==> config.mk <==
export PLATFORM = sky130hd
export DESIGN_NAME = spike_inject_port
export DESIGN_NICKNAME = d
export VERILOG_FILES = /design/src/rtl/noc_pkg.sv /design/src/rtl/spike_fifo.sv /design/src/rtl/spike_inject_port.sv
export SDC_FILE = /design/constraint.sdc
export NUM_CORES = 1
export LEC_CHECK = 0
export ABC_CLOCK_PERIOD_IN_PS = 3700
export CAP_MARGIN = 10
export CORE_MARGIN = 3
export CORE_UTILIZATION = 50
export CTS_CLUSTER_DIAMETER = 40
export DETAILED_ROUTE_END_ITERATION = 6
export PLACE_DENSITY = 0.85
export SETUP_SLACK_MARGIN = 0.4
export SLEW_MARGIN = 5
export SYNTH_ARGS = -nofsm -noshare
export SYNTH_HDL_FRONTEND = slang
export SYNTH_SLANG_ARGS = --single-unit
==> constraint.sdc <==
create_clock -name clk -period 3.7 [get_ports clk]
set_input_delay 0.555 -clock clk [delete_from_list [all_inputs] [get_ports clk]]
set_output_delay 0.555 -clock clk [all_outputs]
set_load 0.02 [all_outputs]
==> src/rtl/noc_pkg.sv <==
// noc_pkg
// Shared definitions for the spike injection path into the router local port.
//   DEFAULT_FLIT_SIZE   : default router flit width in bits
//   DEFAULT_PACKET_SIZE : default spike packet width in bits
//   ser_state_t         : serializer state (IDLE waiting for a packet, SEND streaming flits)
package noc_pkg;

    localparam int DEFAULT_FLIT_SIZE   = 4;
    localparam int DEFAULT_PACKET_SIZE = 32;

    typedef enum logic {
        IDLE = 1'b0,
        SEND = 1'b1
    } ser_state_t;

endpackage

==> src/rtl/spike_fifo.sv <==
// spike_fifo
// Synchronous packet FIFO. Push and pop may happen in the same cycle at any
// occupancy: at full the pop frees the slot the push uses, at empty the pushed
// entry only becomes visible at the head on the following cycle.
// Ports:
//   clk, reset          : clock and synchronous active-high reset
//   push, push_data     : write request and data
//   pop, pop_data       : read request and current head entry
//   full, empty, count  : occupancy flags and number of stored entries
module spike_fifo #(
    parameter int WIDTH = 32,
    parameter int DEPTH = 4
) (
    input  logic                     clk,
    input  logic                     reset,
    input  logic                     push,
    input  logic [WIDTH-1:0]         push_data,
    input  logic                     pop,
    output logic [WIDTH-1:0]         pop_data,
    output logic                     full,
    output logic                     empty,
    output logic [$clog2(DEPTH):0]   count
);

    localparam int AW = $clog2(DEPTH);

    logic [WIDTH-1:0] mem [DEPTH];
    logic [AW-1:0]    wr_ptr;
    logic [AW-1:0]    rd_ptr;
    logic             do_push;
    logic             do_pop;

    assign full     = (count == (AW+1)'(DEPTH));
    assign empty    = (count == '0);
    assign do_pop   = pop && !empty;
    // A pop in the same cycle frees the slot a push at full would need.
    assign do_push  = push && (!full || do_pop);
    assign pop_data = mem[rd_ptr];

    always_ff @(posedge clk) begin
        if (do_push) begin
            mem[wr_ptr] <= push_data;
        end
    end

    // DEPTH is a power of two, so the pointers wrap on their own.
    always_ff @(posedge clk) begin
        if (reset) begin
            wr_ptr <= '0;
            rd_ptr <= '0;
            count  <= '0;
        end else begin
            if (do_push) begin
                wr_ptr <= wr_ptr + AW'(1);
            end
            if (do_pop) begin
                rd_ptr <= rd_ptr + AW'(1);
            end
            count <= count + {{AW{1'b0}}, do_push} - {{AW{1'b0}}, do_pop};
        end
    end

endmodule

==> src/rtl/spike_inject_port.sv <==
// spike_inject_port
// Local-port injector: captures single-cycle spike packets from NUM_SRC neurons
// into per-source holding registers, arbitrates them round-robin into a packet
// FIFO and serialises each packet MSB-first into FLIT_SIZE-wide flits for the
// router under full-flag backpressure. Spikes that find their holder occupied
// are dropped and counted.
// Ports:
//   clk, reset    : clock and synchronous active-high reset
//   spike_valid   : per-source spike strobe
//   spike_packet  : per-source packet, source i at [i*PACKET_SIZE +: PACKET_SIZE]
//   router_full   : router cannot accept a flit this cycle
//   flit_out      : current flit
//   write_req     : flit_out valid
//   busy          : serializer is streaming a packet
//   fifo_count    : packets queued in the FIFO
//   src_pending   : per-source holding register occupied
//   drop_count    : saturating count of dropped spikes
module spike_inject_port
    import noc_pkg::*;
#(
    parameter int NUM_SRC        = 2,
    parameter int PACKET_SIZE    = DEFAULT_PACKET_SIZE,
    parameter int FLIT_SIZE      = DEFAULT_FLIT_SIZE,
    parameter int FIFO_DEPTH     = 4,
    parameter int DROP_CNT_WIDTH = 8
) (
    input  logic                           clk,
    input  logic                           reset,
    input  logic [NUM_SRC-1:0]             spike_valid,
    input  logic [NUM_SRC*PACKET_SIZE-1:0] spike_packet,
    input  logic                           router_full,
    output logic [FLIT_SIZE-1:0]           flit_out,
    output logic                           write_req,
    output logic                           busy,
    output logic [$clog2(FIFO_DEPTH):0]    fifo_count,
    output logic [NUM_SRC-1:0]             src_pending,
    output logic [DROP_CNT_WIDTH-1:0]      drop_count
);

    localparam int FLITS = PACKET_SIZE / FLIT_SIZE;
    localparam int IDX_W = (FLITS > 1) ? $clog2(FLITS) : 1;
    localparam int PTR_W = (NUM_SRC > 1) ? $clog2(NUM_SRC) : 1;

    logic [PACKET_SIZE-1:0]    hold_packet [NUM_SRC];
    logic [PTR_W-1:0]          rr_ptr;
    logic [PTR_W-1:0]          cand;
    logic [PTR_W-1:0]          grant_idx;
    logic                      grant_valid;
    logic [NUM_SRC-1:0]        grant_vec;
    logic [NUM_SRC-1:0]        load_vec;
    logic [NUM_SRC-1:0]        drop_vec;
    logic [DROP_CNT_WIDTH-1:0] drop_next;
    logic [PACKET_SIZE-1:0]    grant_packet;

    logic                      fifo_full;
    logic                      fifo_empty;
    logic                      fifo_pop;
    logic [PACKET_SIZE-1:0]    fifo_head;

    ser_state_t                state;
    ser_state_t                state_next;
    logic [PACKET_SIZE-1:0]    shift_reg;
    logic [IDX_W-1:0]          flit_idx;
    logic                      xfer;
    logic                      last_flit;

    // Round-robin arbiter: first pending source at or after rr_ptr, and only
    // while the FIFO has room.
    always_comb begin
        grant_valid = 1'b0;
        grant_idx   = '0;
        cand        = '0;
        for (int k = 0; k < NUM_SRC; k++) begin
            cand = PTR_W'((int'(rr_ptr) + k) % NUM_SRC);
            if (!fifo_full && !grant_valid && src_pending[cand]) begin
                grant_valid = 1'b1;
                grant_idx   = cand;
            end
        end
    end

    assign grant_packet = hold_packet[grant_idx];

    // A holder accepts a new spike when empty or when it is emptied by this
    // cycle's grant; anything else is a drop.
    always_comb begin
        grant_vec = '0;
        if (grant_valid) begin
            grant_vec[grant_idx] = 1'b1;
        end
        load_vec = spike_valid & (~src_pending | grant_vec);
        drop_vec = spike_valid & ~load_vec;
    end

    always_comb begin
        drop_next = drop_count;
        for (int i = 0; i < NUM_SRC; i++) begin
            if (drop_vec[i] && (drop_next != '1)) begin
                drop_next = drop_next + DROP_CNT_WIDTH'(1);
            end
        end
    end

    always_ff @(posedge clk) begin
        if (reset) begin
            src_pending <= '0;
            drop_count  <= '0;
            rr_ptr      <= '0;
        end else begin
            for (int i = 0; i < NUM_SRC; i++) begin
                if (load_vec[i]) begin
                    src_pending[i] <= 1'b1;
                end else if (grant_vec[i]) begin
                    src_pending[i] <= 1'b0;
                end
            end
            drop_count <= drop_next;
            if (grant_valid) begin
                rr_ptr <= (int'(grant_idx) == NUM_SRC - 1) ? '0 : grant_idx + PTR_W'(1);
            end
        end
    end

    always_ff @(posedge clk) begin
        for (int i = 0; i < NUM_SRC; i++) begin
            if (load_vec[i]) begin
                hold_packet[i] <= spike_packet[i*PACKET_SIZE +: PACKET_SIZE];
            end
        end
    end

    spike_fifo #(
        .WIDTH (PACKET_SIZE),
        .DEPTH (FIFO_DEPTH)
    ) u_fifo (
        .clk       (clk),
        .reset     (reset),
        .push      (grant_valid),
        .push_data (grant_packet),
        .pop       (fifo_pop),
        .pop_data  (fifo_head),
        .full      (fifo_full),
        .empty     (fifo_empty),
        .count     (fifo_count)
    );

    assign xfer      = (state == SEND) && !router_full;
    assign last_flit = (flit_idx == IDX_W'(FLITS - 1));

    always_ff @(posedge clk) begin
        if (reset) begin
            state <= IDLE;
        end else begin
            state <= state_next;
        end
    end

    // Popping the next packet on the last-flit transfer keeps back-to-back
    // packets gapless.
    always_comb begin
        state_next = state;
        fifo_pop   = 1'b0;
        case (state)
            IDLE: begin
                if (!fifo_empty) begin
                    fifo_pop   = 1'b1;
                    state_next = SEND;
                end
            end
            SEND: begin
                if (xfer && last_flit) begin
                    if (!fifo_empty) begin
                        fifo_pop = 1'b1;
                    end else begin
                        state_next = IDLE;
                    end
                end
            end
            default: state_next = IDLE;
        endcase
    end

    always_ff @(posedge clk) begin
        if (reset) begin
            shift_reg <= '0;
            flit_idx  <= '0;
        end else if (fifo_pop) begin
            shift_reg <= fifo_head;
            flit_idx  <= '0;
        end else if (xfer) begin
            shift_reg <= shift_reg << FLIT_SIZE;
            flit_idx  <= flit_idx + IDX_W'(1);
        end
    end

    always_comb begin
        write_req = (state == SEND);
        busy      = (state == SEND);
        flit_out  = (state == SEND) ? shift_reg[PACKET_SIZE-1 -: FLIT_SIZE] : '0;
    end

endmodule

Yosys cells after proc, flatten, opt, wreduce, memory -nomap -nowiden
Memory sizes are Yosys's and may differ from the RTL's. A register that Yosys moved wholly into a read port is not among the register bits.
Index checks and enable logic that the tools add are counted.
{"block": "op_classes", "n_addsub": 9, "multipliers": 0, "div_mod_pow": 0, "order_cmp": 4, "n_eq_ne": 4, "n_shift": 0, "mux": 34, "bitwise_logic": 6, "n_reduce_logical": 20}
{"operator": "$mux W32", "n": 2}
{"operator": "$mux W1", "n": 23}
{"operator": "$add A8 B1 Y8 const B", "n": 2}
{"operator": "$mux W8", "n": 2}
{"operator": "$ne A8 B8 Y1 const B", "n": 2}
{"operator": "$logic_and A1 B1 Y1", "n": 10}
{"operator": "$eq A3 B3 Y1 const B", "n": 2}
{"operator": "$lt A1 B2 Y1 const B", "n": 3}
{"operator": "$mux W2", "n": 3}
{"operator": "$reduce_bool A2 Y1", "n": 3}
{"operator": "$add A2 B1 Y2 const B", "n": 2}
{"operator": "$and A2 B2 Y2", "n": 2}
{"operator": "$logic_not A1 Y1", "n": 4}
{"operator": "$mux W4", "n": 1}
{"operator": "$not A2 Y2", "n": 2}
{"operator": "$pmux W1 S2", "n": 2}
{"operator": "$add A3 B1 Y3", "n": 1}
{"operator": "$add A3 B1 Y3 const B", "n": 1}
{"operator": "$logic_not A3 Y1", "n": 1}
{"operator": "$sub A3 B1 Y3", "n": 1}
{"operator": "$add A1 B1 Y1 const B", "n": 2}
{"operator": "$or A2 B2 Y2", "n": 1}
{"operator": "$reduce_or A2 Y1", "n": 1}
{"operator": "$demux W1 S1", "n": 1}
{"operator": "other kinds (3)", "n": 3}
{"block": "totals", "regBits": 54, "latch_bits": 0, "ramBits": 192, "rom_bits": 0, "inputBits": 69, "output_inout_bits": 19, "elab_cells": 89, "n_memories": 2}
{"memory": "u_fifo.mem", "words": 4, "width": 32, "read_ports": 1, "rd_clocked_by_memory_dff": 1, "wr": 1, "line": "spike_fifo.sv:27", "rtl": "logic [WIDTH-1:0] mem [DEPTH];"}
{"memory": "hold_packet", "words": 2, "width": 32, "read_ports": 1, "rd_clocked_by_memory_dff": 0, "wr": 2, "line": "spike_inject_port.sv:44", "rtl": "logic [PACKET_SIZE-1:0] hold_packet [NUM_SRC];"}

Depth between registers and ports, before layout
{"block": "logic_depth", "ltp_word": 22, "mapped_depth": 13, "ltp_nobuf": 13}

Modules after synthesis
From an unflattened synthesis, not the netlist that was laid out.
{"block": "hier_totals", "hier_cells": 588, "area_unflattened_um2": 9927.0}
{"module": "spike_fifo", "instances": 1, "cells_each": 214, "area_per_inst_um2": 5255.0, "seq_area_each_um2": 4023.9}
{"module": "spike_inject_port", "instances": 1, "cells_each": 374, "area_per_inst_um2": 4672.0, "seq_area_each_um2": 2862.7}

Worst setup path before layout
Ideal clock, no wire load.
{"block": "synth_timing", "path_type": "reg2reg", "from": "register u_fifo.count[1]", "to": "memory hold_packet[1][0] (netlist bit), enable pin", "setup_time_ps": 471, "t_arrival_ps": 3567, "required_ps": 3229, "setup_slack_ps": -338, "path_stages_with_launch": 5, "n_path_buf": 1, "synth_period_minus_slack_ps": 4038, "path_cell_list": "dfxtp_1 -> or3b_4 -> nand3_2 -> clkbuf_1 -> a21boi_0"}
{"item": "from (decl)", "line": "spike_fifo.sv:22", "rtl": "output logic [$clog2(DEPTH):0] count"}
{"item": "from (signal assigned)", "line": "spike_fifo.sv:59", "rtl": "count <= count + {{AW{1'b0}}, do_push} - {{AW{1'b0}}, do_pop};"}
{"item": "to (decl)", "line": "spike_inject_port.sv:44"}

Worst setup path after layout
{"block": "layout_timing", "from": "register flit_idx[0]", "to": "register u_fifo.count[2]"}
{"block": "layout_via", "elab_chain_cells": 9}
{"item": "from (decl)", "line": "spike_inject_port.sv:63", "rtl": "logic [IDX_W-1:0] flit_idx;"}
{"item": "from (signal assigned)", "line": "spike_inject_port.sv:192", "rtl": "flit_idx <= flit_idx + IDX_W'(1);"}
{"item": "$eq A3 B3 Y1 *", "line": "spike_inject_port.sv:148", "rtl": "assign last_flit = (flit_idx == IDX_W'(FLITS - 1));"}
{"item": "$logic_and A1 B1 Y1 *", "line": "spike_inject_port.sv:171", "rtl": "if (xfer && last_flit) begin"}
{"item": "$mux W1 *", "line": "spike_inject_port.sv:171"}
{"item": "$pmux W1 S2 *", "line": "spike_inject_port.sv:163", "rtl": "case (state)"}
{"item": "$logic_and A1 B1 Y1 *", "line": "spike_fifo.sv:35", "rtl": "assign do_pop = pop && !empty;"}
{"item": "via u_fifo.do_pop", "line": "spike_fifo.sv:31", "rtl": "logic do_pop;"}
{"item": "$logic_or A1 B1 Y1", "line": "spike_fifo.sv:37", "rtl": "assign do_push = push && (!full || do_pop);"}
{"item": "$logic_and A1 B1 Y1", "line": "spike_fifo.sv:37"}
{"item": "$add A3 B1 Y3", "line": "spike_fifo.sv:59"}
{"item": "$sub A3 B1 Y3 *", "line": "spike_fifo.sv:59"}
The timed path passes the listed nets; every way through them passes the cells marked *.
A chain may end at the register's enable or synchronous reset.

==> metrics.md <==
| Metric | Value |
|---|---|
| Status | `completed` |
| Kind of capture point of the worst setup path | `register` |
| Leading cell types in the layout, fill and taps excluded | `sky130_fd_sc_hd__edfxtp_1 (192), sky130_fd_sc_hd__clkdlybuf4s50_1 (86), sky130_fd_sc_hd__dfxtp_1 (55)` |
| Length of routed wiring on met1 | `about 7700 um` |
| Main combinational cell family by area after synthesis | `multiplexers` |
| TritonCTS clock tree | `built` |
| Core area | `about 19000 um2` |
| Synthesized-area fraction occupied by ao, oa, aoi and oai cells | `0.0482` |
| Mean instance size in the synthesized netlist | `16.6 um2` |
| Area added between synthesis and finish | `22.5%` |
| Number of buffers inserted to repair setup after CTS | `0` |
| Number of unique standard cell types used by synthesis | `50` |
| Cell-internal power | `about 6 mW` |
| Highest achievable clock rate | `approximately 360 MHz` |
| Post-cts gate resize count | `0` |
| Pin count of the biggest net entering global routing | `61` |
| Leakage Power | `approximately 4.2 nW` |
| Synthesized-area fraction occupied by adder cells | `0.0136` |
| Worst Min Path Start | `shift_reg[2]` |
| Final worst hold slack | `between 400 and 500 ps` |
| Met2 Routed Length | `9850 um` |
| Xor/xnor share of the synthesized area | `0.00989` |
| Post-route design area | `~12000 um2` |
| CTS clock-pin slew for the worst setup and hold paths | `around 60 ps` |
| Diodes inserted | `0` |
| Post-synthesis simple-gate area fraction | `0.0582` |
| Arrival time at the worst endpoint | `3160 ps` |
| Number of remaining DRC errors | `0` |
| Power per unit of standard cell area | `699 nW/um2` |
| Most repeated library cell on the critical path | `sky130_fd_sc_hd__ha_1` |
| Antenna violations before repair | `0` |
| Overall die width | `roughly 150 um` |
| Comb pwr share | `0.206` |
| R2R Path Start | `flit_idx[0]` |
| Net switching power of the design | `2.34 mW` |
| Most common cell after layout, fill and taps aside | `sky130_fd_sc_hd__edfxtp_1` |
| Register bit total from synthesis | `248` |
| Seq pwr share | `0.460` |
| Hold/Removal Path Class | `register to register` |
| Post-synthesis cell area | `between 9000 and 10000 um2` |
| Worst-case vdd ir drop | `slightly below 400 uV` |
| Starting utilization of the core area | `0.515` |
| Post-place instance area | `about 11000 um2` |
| Worst path cell trace | `ha_1 -> ha_1 -> inv_1 -> o21ai_0 -> o31ai_4 -> inv_2 -> ha_1 -> inv_1 -> ha_1 -> fa_1 -> xnor2_1 -> xnor2_1 -> nor2_1` |
| Slowest library cell on the worst path | `sky130_fd_sc_hd__o21ai_0` |
| Overall routed net length | `around 19000 um` |
| Required time reported for the critical path endpoint | `4080 ps` |
| Buffers added on ports | `87` |
| Wire length of the first global-routing pass | `30500 um` |
| Post-synthesis sequential area ratio | `0.707` |
| Net count of the mapped netlist | `between 600 and 700` |
| Die footprint | `~21000 um2` |
| Per-cell via count in the routed design | `approximately 5.6` |
| Top Ports | `88` |
| Gpl congestion | `between 0.9 and 1` |
| Launch point of the worst path | `flit_idx[0]` |
| Share of layout cells above drive strength 1 | `0.196` |
| Estimated wirelength of the detail-placed design | `around 12000 um` |
| Flip-flop count of the largest register after layout | `128` |
| Relative slew margins | `0.266` |
| Largest fanout on the critical path | `10` |
| Hold Vio Cnt, Final | `0` |
| Routed WL per cell | `19.8 um` |
| Via count of the first global-routing pass | `between 5k and 6k` |
| Yosys warning count | `0` |
| Kind of launch point of the worst setup path | `register` |
| Net count, final | `around 760` |
| Worst-Margin Slew | `around 1100 ps` |
| Share of synthesized registers carrying an async set or reset | `0` |
| Area contributors post-synth | `sky130_fd_sc_hd__edfxtp_1 (59%), sky130_fd_sc_hd__dfxtp_1 (12%), sky130_fd_sc_hd__mux4_2 (7.4%), sky130_fd_sc_hd__mux2_2 (3.7%), sky130_fd_sc_hd__mux2i_1 (3.3%)` |
| DRT antenna net count | `0` |
| Max Clock Skew | `~13 ps` |
| RSZ-0062 raised after global routing | `false` |
| Metal3 WL | `1140 um` |
| Biggest area consumer among synthesized cells | `sky130_fd_sc_hd__edfxtp_1` |
| Global Route Usage Sum | `0.181` |
| Number of clock buffers inserted by TritonCTS | `30` |
| WS Path Type | `register to register` |
| Count of final setup violators | `0` |
| Post-synth top flop | `sky130_fd_sc_hd__edfxtp_1` |
| First-pass DRT Iterations | `6` |
| TNS Setup | `0 ps` |
| DR top layer | `met4` |
| Clock share of power | `0.335` |
| Cell count after synthesis | `approximately 590` |
| Root buffer cell | `sky130_fd_sc_hd__clkbuf_16` |
| First DRT Iteration DRCs | `roughly 400` |
| Min cycle time layout | `2780 ps` |
| Number of synthesized flops with an enable pin | `approximately 190` |
| Global route overflow | `0` |
| Pins Over Slew Limit | `0` |
| CTS sink cnt | `between 200 and 250` |
| Share of the synthesized area in the top cell type | `0.592` |
| Number of hold buffers added after cts | `0` |
| Number of H-tree branching levels | `1` |
| Final worst path period share | `0.751` |
| Vias after detailed routing | `about 5.4k` |
| Multiplexer share of the synthesized area | `0.144` |
| Maximum count of clock buffers along a single path | `3` |
| Net Sw Frac | `0.281` |
| Clock latency on the worst-skew pair | `~540 ps` |
| Site row count | `50` |
| Delay of the slowest cell on the worst path | `about 400 ps` |
| Height of the die | `roughly 150 um` |
| Max-cap violations | `0` |
[critical path, delay by kind of cell, from the launching register on]
kind | cells | cell delay (ps)
DFF | 1 | 350
AOI/OAI and AO/OA | 2 | 560
adders and majority gates | 5 | 1030
buffers and inverters | 3 | 270
xor gates and xnor gates | 2 | 340
and+or+nand+nor | 1 | 60
[path summary, 6_finish.rpt]
kind / slack, ps / depth (start not counted) / end
setup / recovery: 920 / 13 / u_fifo.count[2]
hold reg to reg: 480 / 2 / shift_reg[2]
setup reg to reg: 920 / 13 / u_fifo.count[2]
hold / removal: 480 / 2 / shift_reg[2]
[Yosys cell counts (all sizes together), types with 2 or more instances]
cell and number:
ha 9, a211oi 28, edfxtp 192, and2 9, nand3 12, mux2 32
a31oi 3, nor3b 2, xor2 4, mux4 32, dfxtp 56, xnor2 7
a21boi 2, mux2i 32, and4 3, nand4 3, o21ai 3, a21oi 14
clkbuf 20, nand2 15, and3 5, o31ai 3, nor3 8, nor2 43
inv 11, o31a 2, or3 3, nand2b 2, nor2b 5, buf 13
[layout make-up]
type / count / area (um2)
fill: 1325 / 6960
sequential: 248 / 6890
multi-input combinational: 295 / 2710
timing repair buffer: 98 / 998
clock buffer: 35 / 793
tap: 260 / 325
clock inverter: 21 / 179
inverter: 11 / 41.3
[routing by layer]
metal  GRT usage  vias up
met5           0        -
met4      0.0608        0
met3      0.0287       35
met2       0.319      217
met1       0.229     2700
li1            -     2473
[through the flow]
step / instances / power [mW] / setup slack [ps] / util
after floorplan: 587 / 4.98 / 507 / -
after global placement: 912 / 5.47 / 820 / 0.580
after detailed placement: 912 / 5.58 / 608 / 0.580
after CTS: 968 / 8.39 / 888 / 0.631
after global routing: 968 / 8.71 / 690 / 0.631
final: 968 / 8.33 / 919 / 0.631
[cell families (layout without fill, tap and decap cells)]
logic type	Yosys count	count (layout)
fa+ha+maj	10	10
flops	248	248
xor+xnor	11	11
simple gates	114	114
mux	96	96
buf+inv	44	165
compound gates	64	64
[power groups by stage]
stage	logic, mW	registers [mW]	clock network, mW
floorplan	1.22	3.76	0
global placement	1.62	3.84	0
detailed placement	1.70	3.88	0
CTS	1.72	3.83	2.83
global route	1.87	3.88	2.96
finish	1.71	3.83	2.79
Note: power is estimated with default switching activity, not from simulation.
